## src/rtl/combat_pkg.sv

```systemverilog
// combat_pkg
// Purpose : Encodings and geometry helper shared by combat_resolver and
//           fighter_state.
// Contents: round_state_t (FIGHT/KO/ROUND_OVER), winner_t (NONE/P1/P2/DRAW),
//           FACE_RIGHT/FACE_LEFT, in_reach() attack geometry test.
package combat_pkg;

  typedef enum logic [1:0] {
    ST_FIGHT      = 2'd0,
    ST_KO         = 2'd1,
    ST_ROUND_OVER = 2'd2
  } round_state_t;

  typedef enum logic [1:0] {
    WIN_NONE = 2'd0,
    WIN_P1   = 2'd1,
    WIN_P2   = 2'd2,
    WIN_DRAW = 2'd3
  } winner_t;

  localparam logic FACE_RIGHT = 1'b0;
  localparam logic FACE_LEFT  = 1'b1;

  // Widened to 11 bits so x + span cannot wrap at the right screen edge.
  function automatic logic in_reach(input logic [9:0]  att_x,
                                    input logic [9:0]  att_y,
                                    input logic        att_facing,
                                    input logic [9:0]  def_x,
                                    input logic [9:0]  def_y,
                                    input logic [10:0] span);
    logic [10:0] ax;
    logic [10:0] dx;
    logic        hit;
    ax  = {1'b0, att_x};
    dx  = {1'b0, def_x};
    hit = 1'b0;
    if (att_y == def_y) begin
      case (att_facing)
        FACE_RIGHT: hit = (dx > ax) && (dx < ax + span);
        FACE_LEFT:  hit = (dx < ax) && (ax < dx + span);
      endcase
    end
    return hit;
  endfunction

endpackage

```

## src/rtl/combat_resolver_fighter_state.sv

```systemverilog
// fighter_state
// Purpose : Per-fighter health, shield energy, hit cooldown, shield regen
//           timer and (optionally) attacker combo tracking.
// Optional: COMBAT_COMBO_EN enables the combo counter / window timer.
// Ports   :
//   i_clk, i_reset        clock, async active-high reset
//   i_take_hit            this fighter takes an unblocked hit this cycle
//   i_take_block          this fighter blocks a hit this cycle
//   i_dmg_amount          health removed by i_take_hit
//   i_shield_btn          shield button level
//   i_restore             round restart: reload health/shield, clear timers
//   i_land_hit            this fighter landed a damaging hit (combo)
//   i_land_block          this fighter's hit was blocked (combo)
//   o_health, o_health_nxt  current / next-cycle health
//   o_shield, o_shield_active, o_immune
//   o_hit, o_block        one-cycle pulses
//   o_combo               combo depth (0 when combos disabled)
module fighter_state
  import combat_pkg::*;
#(
  parameter int HEALTH_W     = 4,
  parameter int MAX_HEALTH   = 15,
  parameter int SHIELD_W     = 4,
  parameter int MAX_SHIELD   = 15,
  parameter int BLOCK_COST   = 2,
  parameter int COOLDOWN_CYC = 25_000_000,
  parameter int REGEN_CYC    = 50_000_000
) (
  input  logic                i_clk,
  input  logic                i_reset,
  input  logic                i_take_hit,
  input  logic                i_take_block,
  input  logic [HEALTH_W-1:0] i_dmg_amount,
  input  logic                i_shield_btn,
  input  logic                i_restore,
  input  logic                i_land_hit,
  input  logic                i_land_block,
  output logic [HEALTH_W-1:0] o_health,
  output logic [HEALTH_W-1:0] o_health_nxt,
  output logic [SHIELD_W-1:0] o_shield,
  output logic                o_shield_active,
  output logic                o_immune,
  output logic                o_hit,
  output logic                o_block,
  output logic [2:0]          o_combo
);

  localparam int CD_W = $clog2(COOLDOWN_CYC + 1);
  localparam int RG_W = $clog2(REGEN_CYC + 1);

  logic [HEALTH_W-1:0] r_health, w_health_nxt;
  logic [SHIELD_W-1:0] r_shield, w_shield_nxt;
  logic [CD_W-1:0]     r_cd, w_cd_nxt;
  logic [RG_W-1:0]     r_rg, w_rg_nxt;
  logic                w_regen;
  logic                r_hit, r_block;

  always_comb begin
    w_health_nxt = r_health;
    w_shield_nxt = r_shield;
    w_cd_nxt     = r_cd;
    w_rg_nxt     = r_rg;
    w_regen      = 1'b0;
    if (i_restore) begin
      w_health_nxt = HEALTH_W'(MAX_HEALTH);
      w_shield_nxt = SHIELD_W'(MAX_SHIELD);
      w_cd_nxt     = '0;
      w_rg_nxt     = '0;
    end else begin
      if (i_take_hit) begin
        w_health_nxt = (r_health > i_dmg_amount) ? r_health - i_dmg_amount : '0;
        w_cd_nxt     = CD_W'(COOLDOWN_CYC);
      end else if (r_cd != '0) begin
        w_cd_nxt = r_cd - CD_W'(1);
      end
      // Timer only runs while regen is actually possible; a full shield parks it at 0.
      if (i_shield_btn || (r_shield >= SHIELD_W'(MAX_SHIELD))) begin
        w_rg_nxt = '0;
      end else if (r_rg == RG_W'(REGEN_CYC - 1)) begin
        w_rg_nxt = '0;
        w_regen  = 1'b1;
      end else begin
        w_rg_nxt = r_rg + RG_W'(1);
      end
      if (i_take_block) begin
        w_shield_nxt = (r_shield > SHIELD_W'(BLOCK_COST)) ?
                       r_shield - SHIELD_W'(BLOCK_COST) : '0;
      end else if (w_regen) begin
        w_shield_nxt = r_shield + SHIELD_W'(1);
      end
    end
  end

  always_ff @(posedge i_clk or posedge i_reset) begin
    if (i_reset) begin
      r_health <= HEALTH_W'(MAX_HEALTH);
      r_shield <= SHIELD_W'(MAX_SHIELD);
      r_cd     <= '0;
      r_rg     <= '0;
      r_hit    <= 1'b0;
      r_block  <= 1'b0;
    end else begin
      r_health <= w_health_nxt;
      r_shield <= w_shield_nxt;
      r_cd     <= w_cd_nxt;
      r_rg     <= w_rg_nxt;
      r_hit    <= i_take_hit;
      r_block  <= i_take_block;
    end
  end

  assign o_health        = r_health;
  assign o_health_nxt    = w_health_nxt;
  assign o_shield        = r_shield;
  assign o_shield_active = i_shield_btn && (r_shield != '0);
  assign o_immune        = (r_cd != '0);
  assign o_hit           = r_hit;
  assign o_block         = r_block;

`ifdef COMBAT_COMBO_EN
  localparam int         WINDOW    = COOLDOWN_CYC + COOLDOWN_CYC / 2;
  localparam int         WN_W      = $clog2(WINDOW + 1);
  localparam logic [2:0] COMBO_MAX = 3'd7;

  logic [2:0]      r_combo;
  logic [WN_W-1:0] r_win;

  always_ff @(posedge i_clk or posedge i_reset) begin
    if (i_reset) begin
      r_combo <= '0;
      r_win   <= '0;
    end else if (i_restore || i_land_block) begin
      r_combo <= '0;
      r_win   <= '0;
    end else if (i_land_hit) begin
      if (r_win != '0)
        r_combo <= (r_combo == COMBO_MAX) ? r_combo : r_combo + 3'd1;
      else
        r_combo <= 3'd1;
      r_win <= WN_W'(WINDOW);
    end else if (r_win != '0) begin
      r_win <= r_win - WN_W'(1);
      if (r_win == WN_W'(1))
        r_combo <= '0;
    end
  end

  assign o_combo = r_combo;
`else
  logic w_unused_land;
  assign w_unused_land = i_land_hit | i_land_block;
  assign o_combo       = '0;
`endif

endmodule

```

## src/rtl/combat_resolver.sv

```systemverilog
// combat_resolver
// Purpose : Two-fighter hit/shield/round resolver. Detects attack edges,
//           tests reach geometry, routes hits/blocks to two fighter_state
//           instances and runs the round FSM (FIGHT -> KO -> ROUND_OVER).
// Optional: COMBAT_COMBO_EN enables combos (double damage at combo >= 3).
// Ports   :
//   i_clk, i_reset                 clock, async active-high reset
//   i_p1_x/y, i_p2_x/y             fighter left/top pixel
//   i_p1_facing, i_p2_facing       0 = right, 1 = left
//   i_p1_attack_req, i_p2_attack_req   level attack requests
//   i_p1_shield_btn, i_p2_shield_btn   level shield requests
//   i_round_start                  pulse, starts next round from ROUND_OVER
//   o_p1/p2_health, o_p1/p2_shield, o_p1/p2_shield_active
//   o_p1/p2_hit, o_p1/p2_block     one-cycle pulses
//   o_round_state, o_winner, o_combo_count
module combat_resolver
  import combat_pkg::*;
#(
  parameter int HEALTH_W     = 4,
  parameter int MAX_HEALTH   = 15,
  parameter int SHIELD_W     = 4,
  parameter int MAX_SHIELD   = 15,
  parameter int DAMAGE       = 1,
  parameter int BLOCK_COST   = 2,
  parameter int HITBOX_W     = 70,
  parameter int REACH        = 20,
  parameter int COOLDOWN_CYC = 25_000_000,
  parameter int REGEN_CYC    = 50_000_000,
  parameter int KO_HOLD_CYC  = 100_000_000
) (
  input  logic                i_clk,
  input  logic                i_reset,
  input  logic [9:0]          i_p1_x,
  input  logic [9:0]          i_p2_x,
  input  logic [9:0]          i_p1_y,
  input  logic [9:0]          i_p2_y,
  input  logic                i_p1_facing,
  input  logic                i_p2_facing,
  input  logic                i_p1_attack_req,
  input  logic                i_p2_attack_req,
  input  logic                i_p1_shield_btn,
  input  logic                i_p2_shield_btn,
  input  logic                i_round_start,
  output logic [HEALTH_W-1:0] o_p1_health,
  output logic [HEALTH_W-1:0] o_p2_health,
  output logic [SHIELD_W-1:0] o_p1_shield,
  output logic [SHIELD_W-1:0] o_p2_shield,
  output logic                o_p1_shield_active,
  output logic                o_p2_shield_active,
  output logic                o_p1_hit,
  output logic                o_p2_hit,
  output logic                o_p1_block,
  output logic                o_p2_block,
  output logic [1:0]          o_round_state,
  output logic [1:0]          o_winner,
  output logic [2:0]          o_combo_count
);

  localparam logic [10:0] SPAN = 11'(HITBOX_W + REACH);
  localparam int          KO_W = $clog2(KO_HOLD_CYC + 1);

  round_state_t        r_state, w_state_nxt;
  winner_t             r_winner, w_winner_nxt;
  logic [KO_W-1:0]     r_ko, w_ko_nxt;
  logic                w_restore;

  logic                r_p1_atk_d, r_p2_atk_d;
  logic                w_p1_strike, w_p2_strike;
  logic                w_p1_reach, w_p2_reach;
  logic                w_p1_lands, w_p2_lands;
  logic                w_fight;
  logic                w_p1_take_hit, w_p1_take_block, w_p2_take_hit, w_p2_take_block;
  logic                w_p1_immune, w_p2_immune;
  logic [HEALTH_W-1:0] w_p1_health_nxt, w_p2_health_nxt;
  logic [HEALTH_W-1:0] w_p1_dmg, w_p2_dmg;
  logic [2:0]          w_p1_combo, w_p2_combo;
  logic                w_p1_zero, w_p2_zero;

  always_ff @(posedge i_clk or posedge i_reset) begin
    if (i_reset) begin
      r_p1_atk_d <= 1'b0;
      r_p2_atk_d <= 1'b0;
    end else begin
      r_p1_atk_d <= i_p1_attack_req;
      r_p2_atk_d <= i_p2_attack_req;
    end
  end

  assign w_p1_strike = i_p1_attack_req & ~r_p1_atk_d;
  assign w_p2_strike = i_p2_attack_req & ~r_p2_atk_d;
  assign w_p1_reach  = in_reach(i_p1_x, i_p1_y, i_p1_facing, i_p2_x, i_p2_y, SPAN);
  assign w_p2_reach  = in_reach(i_p2_x, i_p2_y, i_p2_facing, i_p1_x, i_p1_y, SPAN);
  assign w_fight     = (r_state == ST_FIGHT);

  // w_pN_lands: pN's strike connects with the opponent (hit or block).
  assign w_p1_lands = w_p1_strike & w_p1_reach & ~w_p2_immune & w_fight;
  assign w_p2_lands = w_p2_strike & w_p2_reach & ~w_p1_immune & w_fight;

  assign w_p2_take_block = w_p1_lands &  o_p2_shield_active;
  assign w_p2_take_hit   = w_p1_lands & ~o_p2_shield_active;
  assign w_p1_take_block = w_p2_lands &  o_p1_shield_active;
  assign w_p1_take_hit   = w_p2_lands & ~o_p1_shield_active;

`ifdef COMBAT_COMBO_EN
  // Damage taken is set by the attacker's combo depth before this hit.
  assign w_p2_dmg      = (w_p1_combo >= 3'd3) ? HEALTH_W'(2 * DAMAGE) : HEALTH_W'(DAMAGE);
  assign w_p1_dmg      = (w_p2_combo >= 3'd3) ? HEALTH_W'(2 * DAMAGE) : HEALTH_W'(DAMAGE);
  assign o_combo_count = (w_p1_combo > w_p2_combo) ? w_p1_combo : w_p2_combo;
`else
  logic w_unused_combo;
  assign w_unused_combo = ^{w_p1_combo, w_p2_combo};
  assign w_p2_dmg       = HEALTH_W'(DAMAGE);
  assign w_p1_dmg       = HEALTH_W'(DAMAGE);
  assign o_combo_count  = 3'd0;
`endif

  fighter_state #(
    .HEALTH_W(HEALTH_W), .MAX_HEALTH(MAX_HEALTH), .SHIELD_W(SHIELD_W),
    .MAX_SHIELD(MAX_SHIELD), .BLOCK_COST(BLOCK_COST),
    .COOLDOWN_CYC(COOLDOWN_CYC), .REGEN_CYC(REGEN_CYC)
  ) u_p1 (
    .i_clk(i_clk), .i_reset(i_reset),
    .i_take_hit(w_p1_take_hit), .i_take_block(w_p1_take_block),
    .i_dmg_amount(w_p1_dmg), .i_shield_btn(i_p1_shield_btn),
    .i_restore(w_restore),
    .i_land_hit(w_p2_take_hit), .i_land_block(w_p2_take_block),
    .o_health(o_p1_health), .o_health_nxt(w_p1_health_nxt),
    .o_shield(o_p1_shield), .o_shield_active(o_p1_shield_active),
    .o_immune(w_p1_immune), .o_hit(o_p1_hit), .o_block(o_p1_block),
    .o_combo(w_p1_combo)
  );

  fighter_state #(
    .HEALTH_W(HEALTH_W), .MAX_HEALTH(MAX_HEALTH), .SHIELD_W(SHIELD_W),
    .MAX_SHIELD(MAX_SHIELD), .BLOCK_COST(BLOCK_COST),
    .COOLDOWN_CYC(COOLDOWN_CYC), .REGEN_CYC(REGEN_CYC)
  ) u_p2 (
    .i_clk(i_clk), .i_reset(i_reset),
    .i_take_hit(w_p2_take_hit), .i_take_block(w_p2_take_block),
    .i_dmg_amount(w_p2_dmg), .i_shield_btn(i_p2_shield_btn),
    .i_restore(w_restore),
    .i_land_hit(w_p1_take_hit), .i_land_block(w_p1_take_block),
    .o_health(o_p2_health), .o_health_nxt(w_p2_health_nxt),
    .o_shield(o_p2_shield), .o_shield_active(o_p2_shield_active),
    .o_immune(w_p2_immune), .o_hit(o_p2_hit), .o_block(o_p2_block),
    .o_combo(w_p2_combo)
  );

  // KO is decided from post-update health so it appears with the fatal hit.
  assign w_p1_zero = (w_p1_health_nxt == '0);
  assign w_p2_zero = (w_p2_health_nxt == '0);

  always_ff @(posedge i_clk or posedge i_reset) begin
    if (i_reset) begin
      r_state  <= ST_FIGHT;
      r_winner <= WIN_NONE;
      r_ko     <= '0;
    end else begin
      r_state  <= w_state_nxt;
      r_winner <= w_winner_nxt;
      r_ko     <= w_ko_nxt;
    end
  end

  always_comb begin
    w_state_nxt  = r_state;
    w_winner_nxt = r_winner;
    w_ko_nxt     = r_ko;
    w_restore    = 1'b0;
    case (r_state)
      ST_FIGHT: begin
        if (w_p1_zero || w_p2_zero) begin
          w_state_nxt = ST_KO;
          w_ko_nxt    = '0;
          if (w_p1_zero && w_p2_zero) w_winner_nxt = WIN_DRAW;
          else if (w_p1_zero)         w_winner_nxt = WIN_P2;
          else                        w_winner_nxt = WIN_P1;
        end
      end
      ST_KO: begin
        if (r_ko == KO_W'(KO_HOLD_CYC - 1)) begin
          w_state_nxt = ST_ROUND_OVER;
          w_ko_nxt    = '0;
        end else begin
          w_ko_nxt = r_ko + KO_W'(1);
        end
      end
      ST_ROUND_OVER: begin
        if (i_round_start) begin
          w_state_nxt  = ST_FIGHT;
          w_winner_nxt = WIN_NONE;
          w_restore    = 1'b1;
        end
      end
      default: w_state_nxt = ST_FIGHT;
    endcase
  end

  assign o_round_state = r_state;
  assign o_winner      = r_winner;

endmodule
```

## config.mk

```make
export PLATFORM = sky130hd
export DESIGN_NAME = combat_resolver
export DESIGN_NICKNAME = d
export VERILOG_FILES = /design/src/rtl/combat_pkg.sv /design/src/rtl/combat_resolver_fighter_state.sv /design/src/rtl/combat_resolver.sv
export SDC_FILE = /design/constraint.sdc
export NUM_CORES = 1
export LEC_CHECK = 0
export ABC_AREA = 1
export CAP_MARGIN = 0
export CORE_UTILIZATION = 65
export DETAILED_ROUTE_END_ITERATION = 8
export PLACE_DENSITY = 0.87
export SKIP_LAST_GASP = 1
export SYNTH_ARGS = -nofsm -noshare
export SYNTH_HDL_FRONTEND = slang
export SYNTH_HIERARCHICAL = 1
export SYNTH_SLANG_ARGS = --single-unit
```

## constraint.sdc

```tcl
create_clock -name i_clk -period 8.2 [get_ports i_clk]
set_clock_uncertainty 0.15 [all_clocks]
set_input_delay 0.82 -clock i_clk [delete_from_list [all_inputs] [get_ports i_clk]]
set_output_delay 0.82 -clock i_clk [all_outputs]
set_load 0.05 [all_outputs]
```

==> results by group, run 1 <==
Floorplan
  – I/O Pins: 78
  – Core area: 16600 sq um
  – Die width: 133 um
  – Die Ht: 133 um
  – Die ar.: 17700 sq um
  – Row count: 47
  – Initial Util: 0.670

Final layout
  – Fin util: 0.765
  – # diodes: 0
  – Nets: 1784
  – Layout area overhead: 14.1%
  – Share of layout cells above drive strength 1: 0.0976

Clocking
  – Clock Tree Root: clkbuf_16
  – Clk_lat worst skew: 430 ps
  – Setup bufs post-CTS: 0
  – Clock slew at reported path FFs: 60 ps
  – Post-cts sizing count: 0
  – Clock Sinks: 155
  – Number of buffers created by CTS: 17
  – CTS max path bufs: 2
  – CTS tree: done
  – H-tree levels: 4
  – Cts hold-fix bufs: 0

Detailed routing
  – Antenna Nets Post-Route: 0
  – DRT Wirelength: 27400 um
  – Routed length per instance: 14.3 um
  – DRT Pass-1 Iters: 5
  – Vias: 10738
  – Via density: 5.62
  – Drt drc: 0
  – 1st-iter DRT viols: 808

STA
  – RSZ-0062 raised after global routing: false
  – Final Cycle Share: 0.758
  – Finish-stage setup viols: 0
  – Least-Margin Pin Slew: 791 ps
  – F_max: 0.161 GHz
  – Fin. Hold Viols: 0
  – Max_slew headroom: 0.473
  – Setup TNS: 0 ps
  – Final slew viol count: 0
  – Final min period: 6220 ps

Run
  – Max-cap viol count: 0

Pwr
  – Leak pwr: 6.09 nW
  – Pwr per Cell Area: 185 nW/um^2
  – Peak supply drop: 0.159 mV

Status
  – Status: finished clean

Critical path
  – Critical Path Source: i_p1_x[5]
  – Worst setup endpoint: r_ko[15]
  – Worst EP arrival: 6390 ps
  – Startpoint types: primary input
  – Worst reg2reg setup slack: 2720 ps
  – Endpoint class of the critical path: register
  – CP delay by family, top: simple AND/OR/NAND/NOR gates
  – Worst r2r src: u_p2/r_cd[0]
  – Critical path's slowest cell: clkinv_1
  – CP bufs+invs: 5
  – Setup Crit Path Kind: primary input to register
  – CP max FO: 17
  – Crit. path cell count: 30
  – Data required time of the worst path: 8370 ps
  – Slowest stage delay, CP: 740 ps
  – Worst Reg-to-Reg Cells: 23
  – FF-to-FF End: r_ko[15]
  – Cell mode on critical path: nand2_1

Global route
  – Vias in the first global route: 10274
  – Global-route wire length before repair: 46700 um
  – Pin count of the biggest net entering global routing: 62
  – Initial antenna violation count: 0
  – Global-route congestion overflow total: 0
  – Total Routing Usage GR: 0.325

Logic synthesis
  – Synth Instances: 1587
  – Avg Cell Area, Syn: 7.03 sq um
  – Yosys warns: 6
  – Synthesized area: 11200 sq um

Place
  – HPWL Detailed: 19800 um
  – Routability-driven placement congestion ratio: 0.938
  – IO buf count: 74

Hold path
  – Hold Path Class: register to register
  – Hold path start: u_p2/o_shield[0]
-- registers in the layout (all words and copies together), names as in the netlist, 2 cells and up --
signal,flops
u_p2/r_cd,25
u_p1/o_health,4
o_round_state,2
u_p2/r_rg,26
r_ko,27
u_p1/o_shield,4
u_p2/o_health,4
u_p1/r_cd,25
u_p1/r_rg,26
u_p2/o_shield,4
o_winner,2
-- worst min-delay path, cell delays in order, from the launching register on --
cell and delay [ps]:
dfstp_2 390, nand2_1 70, nand2_1 50
-- layout by cell type, fill, tap and decap left out, drive strengths merged, types with 6 or more instances in the layout --
cell             n
nand2          369
nor2           331
inv            233
dfrtp          139
nand3          100
clkdlybuf4s50   74
a21oi           56
ha              55
nor3            51
o21ai           50
nand4           49
xor2            35
clkbuf          26
xnor2           16
dfstp           16
conb            13
or2              9
nor3b            9
o22ai            7
nor4             6
a31oi            6
-- per-stage QoR --
step                power [mW]  area (sq um)  setup slack [ps]  hold WS, ps  instances
floorplan                 1.38         11200              3670          307       1598
global route              2.49         12700              1400          380       1911
global placement          1.50         12100              1980          326       1879
finish                    2.36         12700              1980          357       1911
detailed placement        1.52         12100              1610          350       1879
CTS                       2.35         12700              2020          362       1911
-- where the power goes --
group / switching [mW] / leakage, nW / internal, mW
clock network: 0.307 / 0.298 / 0.511
logic: 0.359 / 3.84 / 0.214
registers: 0.107 / 1.95 / 0.859
total: 0.774 / 6.09 / 1.58
-- how the worst min path moves through the flow --
| stage | end | slack [ps] | depth (start not counted) |
|---|---|---|---|
| floorplan | u_p2/r_rg[0] | 310 | 1 |
| global placement | u_p2/r_rg[0] | 330 | 1 |
| detailed placement | u_p2/o_shield[0] | 350 | 2 |
| CTS | u_p2/r_rg[0] | 360 | 1 |
| global route | u_p2/r_rg[0] | 380 | 1 |
| finish | u_p2/o_shield[0] | 360 | 2 |
-- metal layers --
metal,share of wire,wire length [um],global-route usage
met1,0.42,11600,0.415
met2,0.49,13400,0.542
met3,0.066,1820,0.0586
met4,0.022,595,0.134
met5,0,0,0
-- area by class of cell --
type                       count  area (sq um)
sequential                   155          3900
fill                        1261          3920
clock buffer                  26           499
clock inverter                 6           109
inverter                     235           882
tap                          220           275
multi-input combinational   1190          6280
timing repair buffer          79           778
Note: power is estimated with default switching activity, not from simulation.
==> run 2: changes to the inputs <==
--- a/config.mk
+++ b/config.mk
@@ -7,9 +7,9 @@
 export LEC_CHECK = 0
 export ABC_AREA = 1
 export CAP_MARGIN = 0
-export CORE_UTILIZATION = 65
+export CORE_UTILIZATION = 55
 export DETAILED_ROUTE_END_ITERATION = 8
-export PLACE_DENSITY = 0.87
+export PLACE_DENSITY = 0.78
 export SKIP_LAST_GASP = 1
 export SYNTH_ARGS = -nofsm -noshare
 export SYNTH_HDL_FRONTEND = slang
==> constraint.sdc (replaced) <==
create_clock -name i_clk -period 5.09 [get_ports i_clk]
set_clock_uncertainty 0.15 [all_clocks]
set_input_delay 0.509 -clock i_clk [delete_from_list [all_inputs] [get_ports i_clk]]
set_output_delay 0.509 -clock i_clk [all_outputs]
set_load 0.05 [all_outputs]
==> results by group, run 2 (synthesis results as in run 1) <==
Final layout
  – Share of layout cells above drive strength 1: 0.104 (+0.00660)
  – Fin util: 0.655 (-0.110)
  – Most frequent cells in the layout: nand2_1, nor2_1, inv_1, dfrtp_1, nand3_1
  – Fin cells: 1964 (+2.8%)
  – Nets: 1792 (+0.45%)
  – # diodes: 0 (unchanged)
  – Commonest non-fill, non-tap cell in the layout: nand2_1
  – Layout area overhead: 15.4%
  – Largest regs: r_ko: 27 flops, u_p1/r_rg: 26 flops, u_p2/r_rg: 26 flops
  – Max reg flops: 27 (unchanged)
  – Top reg by flops: r_ko

Place
  – HPWL Detailed: 20900 um (+5.5%)
  – IO buf count: 74 (unchanged)
  – Routability-driven placement congestion ratio: 0.947 (+0.98%)
  – Setup WS pre-CTS: 1.48 ps (-1610 ps)
  – DP Cell Count: 1932 (+2.8%)

Clocking
  – Setup bufs post-CTS: 0 (unchanged)
  – CTS max path bufs: 2 (unchanged)
  – Post-cts sizing count: 0 (unchanged)
  – Clock slew at reported path FFs: 60 ps (about the same)
  – CTS tree: done
  – Number of buffers created by CTS: 17 (unchanged)
  – Cts hold-fix bufs: 0 (unchanged)
  – Clock Tree Root: clkbuf_16
  – Clock Sinks: 155 (unchanged)
  – Clk_lat worst skew: 430 ps (about the same)
  – H-tree levels: 4 (unchanged)

Detailed routing
  – Via density: 5.29 (-5.8%)
  – 1st-iter DRT viols: 557 (-31%)
  – Drt drc: 0 (unchanged)
  – Antenna Nets Post-Route: 0 (unchanged)
  – Routed length per instance: 14.1 um (-2.0%)
  – DRT Pass-1 Iters: 5 (unchanged)
  – DRT Wirelength: 27600 um (+0.68%)
  – Vias: 10394 (-3.2%)

Pwr
  – Pwr per Cell Area: 296 nW/um^2 (+60%)
  – Leak pwr: 6.14 nW (+0.68%)
  – Peak supply drop: 0.238 mV (+49%)

Critical path
  – Data required time of the worst path: 5250 ps (-3120 ps)
  – Slowest stage delay, CP: 490 ps (-250 ps)
  – CP max FO: 17 (unchanged)
  – Endpoint class of the critical path: register
  – Cell mode on critical path: nand2_1
  – Worst reg2reg setup slack: 770 ps (-1950 ps)
  – Critical path's slowest cell: clkdlybuf4s50_1
  – Worst EP arrival: 4780 ps (-1610 ps)
  – Startpoint types: primary input
  – Setup Crit Path Kind: primary input to register

STA
  – RSZ-0062 raised after global routing: false
  – Setup TNS: 0 ps (unchanged)
  – PnR worst setup slack: 477 ps (-1500 ps)
  – Final min period: 4610 ps
  – F_max: 0.217 GHz
  – Worst hold slack: 346 ps (-11.3 ps)
  – Final Cycle Share: 0.906
  – Max_slew headroom: 0.453 (-0.0203)
  – Least-Margin Pin Slew: 821 ps (+30.5 ps)
  – Finish-stage setup viols: 0 (unchanged)
  – Fin. Hold Viols: 0 (unchanged)
  – Final slew viol count: 0 (unchanged)

Global route
  – Total Routing Usage GR: 0.282 (-0.0423)
  – Global-route wire length before repair: 46700 um (about the same)
  – Pin count of the biggest net entering global routing: 62 (unchanged)
  – Global-route congestion overflow total: 0 (unchanged)
  – Vias in the first global route: 9891 (-3.7%)
  – Initial antenna violation count: 0 (unchanged)

Floorplan
  – Die ar.: 20900 sq um (+18%)
  – Initial Util: 0.567 (-0.103)
  – Die width: 144 um (+8.6%)
  – I/O Pins: 78 (unchanged)
  – Core area: 19700 sq um (+18%)
  – Row count: 51 (+8.5%)
  – Die Ht: 144 um (+8.6%)

Status
  – Status: finished clean

Run
  – Max-cap viol count: 0 (unchanged)

Hold path
  – Hold Path Class: register to register
==> run 2: cell types whose count changed in the layout (fill, tap and decap cells not counted), sizes merged <==
cell / change
clkbuf: -7
bufinv: +1
clkinv: +1
buf: +8
clkinvlp: +3
inv: +2
==> run 2: final timing paths <==
kind / endpoint / cells after the start / startpoint
setup / recovery: r_ko[15] / 29 / i_p1_x[1]
hold / removal: u_p2/r_rg[0] / 1 / u_p2/r_rg[0]
setup reg to reg: r_ko[13] / 22 / u_p2/r_cd[12]
hold reg to reg: u_p2/r_rg[0] / 1 / u_p2/r_rg[0]
max in group asynchronous: u_p1/o_shield[3] / 3 / i_reset
min in group asynchronous: u_p1/r_rg[17] / 2 / i_reset
==> run 2: stage by stage <==
stage          total power, mW  cell area, sq um
5_1_grt                   4.04             12900
2_1_floorplan             2.22             11200
3_3_place_gp              2.42             12200
4_1_cts                   3.83             12900
6_report                  3.81             12900
3_5_place_dp              2.45             12200
==> run 2: power by group <==
part           total [mW]  leakage [nW]  switching [mW]  internal [mW]
Combinational       0.894          3.88           0.549          0.345
Clock                1.37         0.300           0.530          0.838
Sequential           1.55          1.95           0.166           1.38
Total                3.81          6.14            1.25           2.57
==> run 2: cell type report <==
class,instances,area [sq um]
Clock buffer,19,443
Clock inverter,13,191
Fill cell,1760,6780
Inverter,235,885
Multi-Input combinational cell,1190,6280
Sequential cell,155,3900
Tap cell,265,332
Timing Repair Buffer,87,838
==> run 2: metal layers <==
| metal | wire length [um] | global-route usage | vias to the layer above |
|---|---|---|---|
| li1 | - | - | 5250 |
| met5 | 0 | 0 | - |
| met2 | 13100 | 0.472 | 265 |
| met4 | 497 | 0.0914 | 0 |
| met3 | 1340 | 0.0457 | 39 |
| met1 | 12700 | 0.372 | 4840 |
==> run 2: worst max-delay path, delay by kind of cell <==
| family | cells | cell delay [ps] |
|---|---|---|
| adder cells (fa/ha/maj) | 2 | 530 |
| buffers and inverters | 4 | 900 |
| AO/OA/AOI/OAI | 4 | 510 |
| XOR/XNOR | 1 | 150 |
| AND/OR/NAND/NOR | 18 | 2180 |
